`src/rtl/vital_alarm_monitor.sv`:
```
// Two-channel vital-sign threshold monitor with debounced, acknowledge-latched alarms.
// Optional per-channel alarm event counters when VITAL_MONITOR_STATS_EN is defined.
module vital_alarm_monitor #(
   parameter int CH0_LOW  = 40,
   parameter int CH0_HIGH = 150,
   parameter int CH1_LOW  = 35,
   parameter int CH1_HIGH = 39,
   parameter int DEBOUNCE = 3
) (
   input  logic        clk,
   input  logic        rst_n,
   input  logic [7:0]  sample_in,
   input  logic        sample_ch,
   input  logic        sample_valid,
   input  logic [1:0]  ack,
   output logic [1:0]  alarm,
   output logic [1:0]  alarm_high,
   output logic [7:0]  last_sample0,
   output logic [7:0]  last_sample1
`ifdef VITAL_MONITOR_STATS_EN
   ,
   output logic [15:0] event_count0,
   output logic [15:0] event_count1
`endif
);

   localparam logic [7:0] C0_LOW  = 8'(CH0_LOW);
   localparam logic [7:0] C0_HIGH = 8'(CH0_HIGH);
   localparam logic [7:0] C1_LOW  = 8'(CH1_LOW);
   localparam logic [7:0] C1_HIGH = 8'(CH1_HIGH);
   localparam logic [3:0] DEB     = 4'(DEBOUNCE);

   typedef enum logic [1:0] {
      ST_NORMAL  = 2'd0,
      ST_PENDING = 2'd1,
      ST_ALARM   = 2'd2,
      ST_HOLD    = 2'd3
   } state_t;

   state_t     state_r     [2];
   state_t     state_nxt_s [2];
   logic [3:0] cnt_r       [2];
   logic [3:0] cnt_nxt_s   [2];
   logic [1:0] hit_s;
   logic [1:0] above_s;
   logic [1:0] below_s;
   logic [1:0] oor_s;
   logic [1:0] entering_s;
   logic [1:0] alarm_nxt_s;
   logic [1:0] alarm_high_nxt_s;

   // Classify the incoming sample against the thresholds of the channel it is tagged for.
   always_comb begin
      hit_s[0]   = sample_valid & ~sample_ch;
      hit_s[1]   = sample_valid & sample_ch;
      above_s[0] = (sample_in > C0_HIGH);
      below_s[0] = (sample_in < C0_LOW);
      above_s[1] = (sample_in > C1_HIGH);
      below_s[1] = (sample_in < C1_LOW);
      oor_s      = above_s | below_s;
   end

   // Per-channel state register.
   always_ff @(posedge clk or negedge rst_n) begin
      if (!rst_n) begin
         for (int n = 0; n < 2; n++) begin
            state_r[n] <= ST_NORMAL;
            cnt_r[n]   <= 4'd0;
         end
      end else begin
         for (int n = 0; n < 2; n++) begin
            state_r[n] <= state_nxt_s[n];
            cnt_r[n]   <= cnt_nxt_s[n];
         end
      end
   end

   // Next-state logic; ack only matters in ALARM, and HOLD waits for a healthy sample.
   always_comb begin
      for (int n = 0; n < 2; n++) begin
         state_nxt_s[n] = state_r[n];
         case (state_r[n])
            ST_NORMAL: begin
               if (hit_s[n] && oor_s[n]) begin
                  state_nxt_s[n] = (DEB == 4'd1) ? ST_ALARM : ST_PENDING;
               end else begin
                  state_nxt_s[n] = ST_NORMAL;
               end
            end
            ST_PENDING: begin
               if (hit_s[n] && oor_s[n]) begin
                  state_nxt_s[n] = ((cnt_r[n] + 4'd1) == DEB) ? ST_ALARM : ST_PENDING;
               end else if (hit_s[n]) begin
                  state_nxt_s[n] = ST_NORMAL;
               end else begin
                  state_nxt_s[n] = ST_PENDING;
               end
            end
            ST_ALARM: begin
               if (ack[n]) begin
                  state_nxt_s[n] = (hit_s[n] && !oor_s[n]) ? ST_NORMAL : ST_HOLD;
               end else begin
                  state_nxt_s[n] = ST_ALARM;
               end
            end
            ST_HOLD: begin
               if (hit_s[n] && !oor_s[n]) begin
                  state_nxt_s[n] = ST_NORMAL;
               end else begin
                  state_nxt_s[n] = ST_HOLD;
               end
            end
            default: state_nxt_s[n] = ST_NORMAL;
         endcase
      end
   end

   // Counter and output next values derived from the current/next state pair.
   always_comb begin
      for (int n = 0; n < 2; n++) begin
         if (state_nxt_s[n] == ST_NORMAL) begin
            cnt_nxt_s[n] = 4'd0;
         end else if (((state_r[n] == ST_NORMAL) || (state_r[n] == ST_PENDING))
                      && hit_s[n] && oor_s[n]) begin
            cnt_nxt_s[n] = cnt_r[n] + 4'd1;
         end else begin
            cnt_nxt_s[n] = cnt_r[n];
         end
         entering_s[n]       = (state_nxt_s[n] == ST_ALARM) && (state_r[n] != ST_ALARM);
         alarm_nxt_s[n]      = (state_nxt_s[n] == ST_ALARM);
         alarm_high_nxt_s[n] = entering_s[n] ? above_s[n] : alarm_high[n];
      end
   end

   // Registered outputs.
   always_ff @(posedge clk or negedge rst_n) begin
      if (!rst_n) begin
         alarm        <= 2'b00;
         alarm_high   <= 2'b00;
         last_sample0 <= 8'd0;
         last_sample1 <= 8'd0;
      end else begin
         alarm      <= alarm_nxt_s;
         alarm_high <= alarm_high_nxt_s;
         if (hit_s[0]) begin
            last_sample0 <= sample_in;
         end else begin
            last_sample0 <= last_sample0;
         end
         if (hit_s[1]) begin
            last_sample1 <= sample_in;
         end else begin
            last_sample1 <= last_sample1;
         end
      end
   end

`ifdef VITAL_MONITOR_STATS_EN
   // Saturating count of alarm raises per channel.
   always_ff @(posedge clk or negedge rst_n) begin
      if (!rst_n) begin
         event_count0 <= 16'd0;
         event_count1 <= 16'd0;
      end else begin
         if (entering_s[0] && (event_count0 != 16'hFFFF)) begin
            event_count0 <= event_count0 + 16'd1;
         end else begin
            event_count0 <= event_count0;
         end
         if (entering_s[1] && (event_count1 != 16'hFFFF)) begin
            event_count1 <= event_count1 + 16'd1;
         end else begin
            event_count1 <= event_count1;
         end
      end
   end
`endif

endmodule

```
`config.mk`:
```
export PLATFORM = sky130hd
export DESIGN_NAME = vital_alarm_monitor
export DESIGN_NICKNAME = d
export VERILOG_FILES = /design/src/rtl/vital_alarm_monitor.sv
export SDC_FILE = /design/constraint.sdc
export NUM_CORES = 1
export LEC_CHECK = 0
export ABC_AREA = 1
export CORE_MARGIN = 2
export CORE_UTILIZATION = 34
export CTS_CLUSTER_SIZE = 14
export DETAILED_ROUTE_END_ITERATION = 7
export PLACE_DENSITY_LB_ADDON = 0.08
export SYNTH_ARGS = -nofsm -noshare
export SYNTH_HDL_FRONTEND = slang
export SYNTH_SLANG_ARGS = --single-unit
```
`constraint.sdc`:
```
create_clock -name clk -period 2 [get_ports clk]
set_input_delay 0.2 -clock clk [delete_from_list [all_inputs] [get_ports clk]]
set_output_delay 0.2 -clock clk [all_outputs]
set_load 0.02 [all_outputs]
```
; ---- Yosys cells after proc, flatten, opt, wreduce, memory -nomap -nowiden
; Cells that the tools add are included.
[totals]
ff_bits = 32
word_cells = 69
[classes]
n_addsub = 2
n_lt_le_gt_ge = 4
n_eq_ne = 12
n_mux = 18
bitwise_logic = 4
reduce_logical = 20
[op_table]
columns = cell, count
row1 = less-than comparator 8 x 6 -> 1 bit (second input constant), 2
row2 = 2-to-1 mux 2 bit, 8
row3 = 2-to-1 mux 4 bit, 4
row4 = case mux 2 bit (4 select lines), 2
row5 = equality test 2 bit (second input constant), 6
row6 = logical AND 1 bit, 10
row7 = adder 4 x 1 -> 4 bit (second input constant), 2
row8 = equality test 4 x 2 -> 1 bit (second input constant), 2
row9 = greater-than comparator 8 x 6 -> 1 bit (second input constant), 1
row10 = greater-than comparator 8 bit (second input constant), 1
row11 = zero test 2 bit, 4
row12 = equality test 2 x 1 -> 1 bit (second input constant), 2
row13 = 2-to-1 mux 1 bit, 4
row14 = != test 2 bit (second input constant), 2
row15 = nonzero test 2 bit, 2
row16 = bitwise AND 1 bit, 2
row17 = zero test 1 bit, 2
row18 = logical OR 1 bit, 2
row19 = bitwise OR 2 bit, 1
row20 = inverter 1 bit, 1

; ---- Depth between registers and ports, before layout
[logic_depth]
word_depth = 9
ltp_mapped = 12
mapped_depth_nobuf = 12

; ---- Worst setup path before layout
; Ideal clock, no wire load.
[synth_path]
path_kind = reg-to-reg
from = register cnt_r[1] (netlist name)
to = register cnt_r[0] (netlist name)
setup_ns = 0.120
t_arrival_ns = 1.328
required_ns = 1.880
slack_ns = 0.552
stages_incl_launch_ff = 9
path_buffers = 0
path_cell_list = dfrtp_1 -> ha_1 -> xor2_1 -> nor3_1 -> nand2_1 -> nor2_1 -> o21ai_4 -> nor2_4 -> nor2_1
[synth_lines]
columns = element, line
row1 = start: declaration, 42  ; logic [3:0] cnt_r [2];
row2 = start signal: indexed assignment, 73  ; cnt_r[n] <= cnt_nxt_s[n];

==> flow_summary.ini <==
[floorplanning]
die_h_um = 73.5
die_w_um = 73.5
io_pins = 34
rows = 25
start_util_pct = 35.0
core_area_um2 = 4690
die-area_um2 = 5400

[placement]
dp_hpwl_mm = 2.47
place.port_buffers = 33
dp_worst_setup_slack_ns = 0.139
routabilityCongestion = 0.751
place_area_um2 = 2040

[yosys]
synth_edf_count = 0
ys_seq_elements = 32
ys_seq_area_share_pct = 48.8
synthSimpleGateAreaFrac_pct = 26.6
synth_ff_type = dfrtp_1
synth_area_um2 = 1640
syn_nets = 214
yosysWarnings = 0
async_flop_share_pct = 100
synth_xor_area_share_pct = 3.20
synthMuxAreaShare_pct = 0
syn_area_per_cell_um2 = 8.38
ys_types = 25
synth_fa_ha_area_share_pct = 3.05
netlist_instances = 196
synth_compound_area_share_pct = 9.45
synth_top_family_by_area = simple AND/OR/NAND/NOR gates

[timing]
finalSetupViolations = 0
worstMarginPinSlew_ns = 0.401
maxSlewViolCount = 0
finClkSkew_ns = 0.00597
hold_slack_ns = 0.314
timing.fmax_mhz = 641
finalWorstSetupSlack_ns = 0.439
finalHoldViolCount = 0
finalCriticalPeriod_ns = 1.56
setup_tns_ns = 0
post-route-period-util_pct = 78.1
rsz0062_at_grt = false
slew-limit-headroom_pct = 73.3

[layout]
final_common_cell = nand2_1
fin_util_pct = 45.5
nets = 254
insertedDiodeCount = 0
synthToLayoutAreaGrowth_pct = 30.1
final_cell_mix = nand2_1, clkdlybuf4s50_1, dfrtp_1
drive_gt1_share_pct = 12.7
fin_area_um2 = 2140

[clocking]
ctsHoldBuffers = 0
numCtsBuffers = 5
clock_latency_ns = 0.28
htreeDepth = 2
postCtsResizedCells = 0
cts_setup_buffers = 0
cts.sinks = 32
cts_root_buf = clkbuf_8
clk_pin_slew_ns = 0.06
cts_buffer_depth = 2
tritoncts = done

[critical_path]
setup.worst_path.class = input port to register
regToRegSetupSlack_ns = 0.44
cp.required_ns = 2.16
critPathMaxFanout = 4
arrival_ns = 1.72
r2r_cells = 8
path_common_cell = nor2_1
rr_startpoint = cnt_r[1]
critPathSlowestCell = clkdlybuf4s50_1
cpPeakStageDelay_ns = 0.46
endpoint_kind = register
worstSetupStartpointType = input port
r2r-end = cnt_r[3]
crit_buf_inv = 1
path_cells = clkdlybuf4s50_1, nor2_1, o21ai_2, nor2_2, nand3_1, a21oi_1, nand2_1, nor2_4, nor2_1
crit_family = simple AND/OR/NAND/NOR gates

[route]
dr.pass1.iters = 4
vias = 1289
dr.first_iter.drc_count = 35
routed_via_density = 4.43
ant_nets = 0
drt_wl_total_mm = 3.16
wl_per_cell_um = 10.9
drc_errors = 0

[pwr]
internal_power_mw = 1.31
power_density_nw_per_um2 = 932
seqPwrFrac_pct = 43.0
swShare_pct = 34.0
leakage_nw = 1.02
ir_worst_vdd_mv = 0.520
p_sw_mw = 0.678
clkPwrFrac_pct = 25.0
pwr-share-comb_pct = 32.0

[hold_path]
holdCritPathClass = input port to async pin

[grt]
grt_usage_pct = 13.5
antenna_found_initial = 0
grt_max_degree = 33
grt_pass1_wl_mm = 5.55
grt_pass1_vias = 1212
grt.overflow.total = 0

[status]
status = finished clean

[run]
drv_cap = 0
[through the flow]
stage | total power [mW] | instances
after floorplan | 1.29 | 196
after global placement | 1.52 | 283
after detailed placement | 1.52 | 283
after CTS | 2.04 | 291
after global routing | 2.15 | 291
final | 1.99 | 291
[synthesized netlist by cell type (2+ instances only)]
| library cell | instances | area share [%] |
|---|---|---|
| nand2_2 | 3 | 1.1 |
| clkbuf_1 | 2 | 0.46 |
| nor2_1 | 15 | 3.4 |
| nor2_4 | 4 | 2.7 |
| nand4_1 | 2 | 0.76 |
| inv_2 | 3 | 0.69 |
| a21oi_1 | 2 | 0.61 |
| nand3_2 | 4 | 2.4 |
| nand2_1 | 47 | 11 |
| inv_1 | 31 | 7.1 |
| o21ai_0 | 23 | 7.0 |
| ha_1 | 4 | 3.0 |
| dfrtp_1 | 32 | 49 |
| nor3_1 | 3 | 0.91 |
| xor2_1 | 5 | 2.7 |
| nand3_1 | 7 | 2.1 |
[how the worst max path moves through the flow]
| stage | start | endpoint | cells after the start |
|---|---|---|---|
| 2_1_floorplan | cnt_r[1] | cnt_r[0] | 8 |
| 3_3_place_gp | sample_in[6] | cnt_r[0] | 11 |
| 3_5_place_dp | sample_in[6] | cnt_r[3] | 11 |
| 4_1_cts | cnt_r[1] | cnt_r[3] | 8 |
| 5_1_grt | cnt_r[4] | cnt_r[7] | 9 |
| 6_report | sample_in[6] | cnt_r[3] | 9 |
[cells by family (layout without fill, tap and decap cells)]
| kind of cell | Yosys count | in the layout |
|---|---|---|
| buffers and inverters | 37 | 78 |
| XOR/XNOR | 6 | 6 |
| AND/OR/NAND/NOR | 89 | 89 |
| flip-flops | 32 | 32 |
| adder cells (fa/ha/maj) | 4 | 4 |
| AO/OA/AOI/OAI | 28 | 28 |
[registers in the layout, summed over array words and instances (netlist names)]
name          flops
cnt_r             8
last_sample1      8
alarm             2
alarm_high        2
last_sample0      8
state_r           4
[power by group through the flow]
stage | clock network, mW | logic (mW) | registers, mW
after global routing | 0.561 | 0.713 | 0.874
final | 0.497 | 0.638 | 0.856
after global placement | 0 | 0.644 | 0.874
after CTS | 0.527 | 0.650 | 0.859
after detailed placement | 0 | 0.647 | 0.870
after floorplan | 0 | 0.361 | 0.924
[layer usage]
layer,wire length (µm),vias to the layer above,global-route usage [%]
met5,0,-,0
met4,55,0,5.45
met3,151,6,4.39
met2,1400,23,20.7
met1,1550,576,17.7
li1,-,684,-
[area by class of cell]
class	instances	area, µm²
clock buffer	6	82.6
inverter	34	128
timing repair buffer	36	353
multi-input combinational	127	694
fill	471	2560
clock inverter	2	10.0
tap	54	67.6
sequential	32	801
Note: power is estimated with default switching activity, not from simulation.
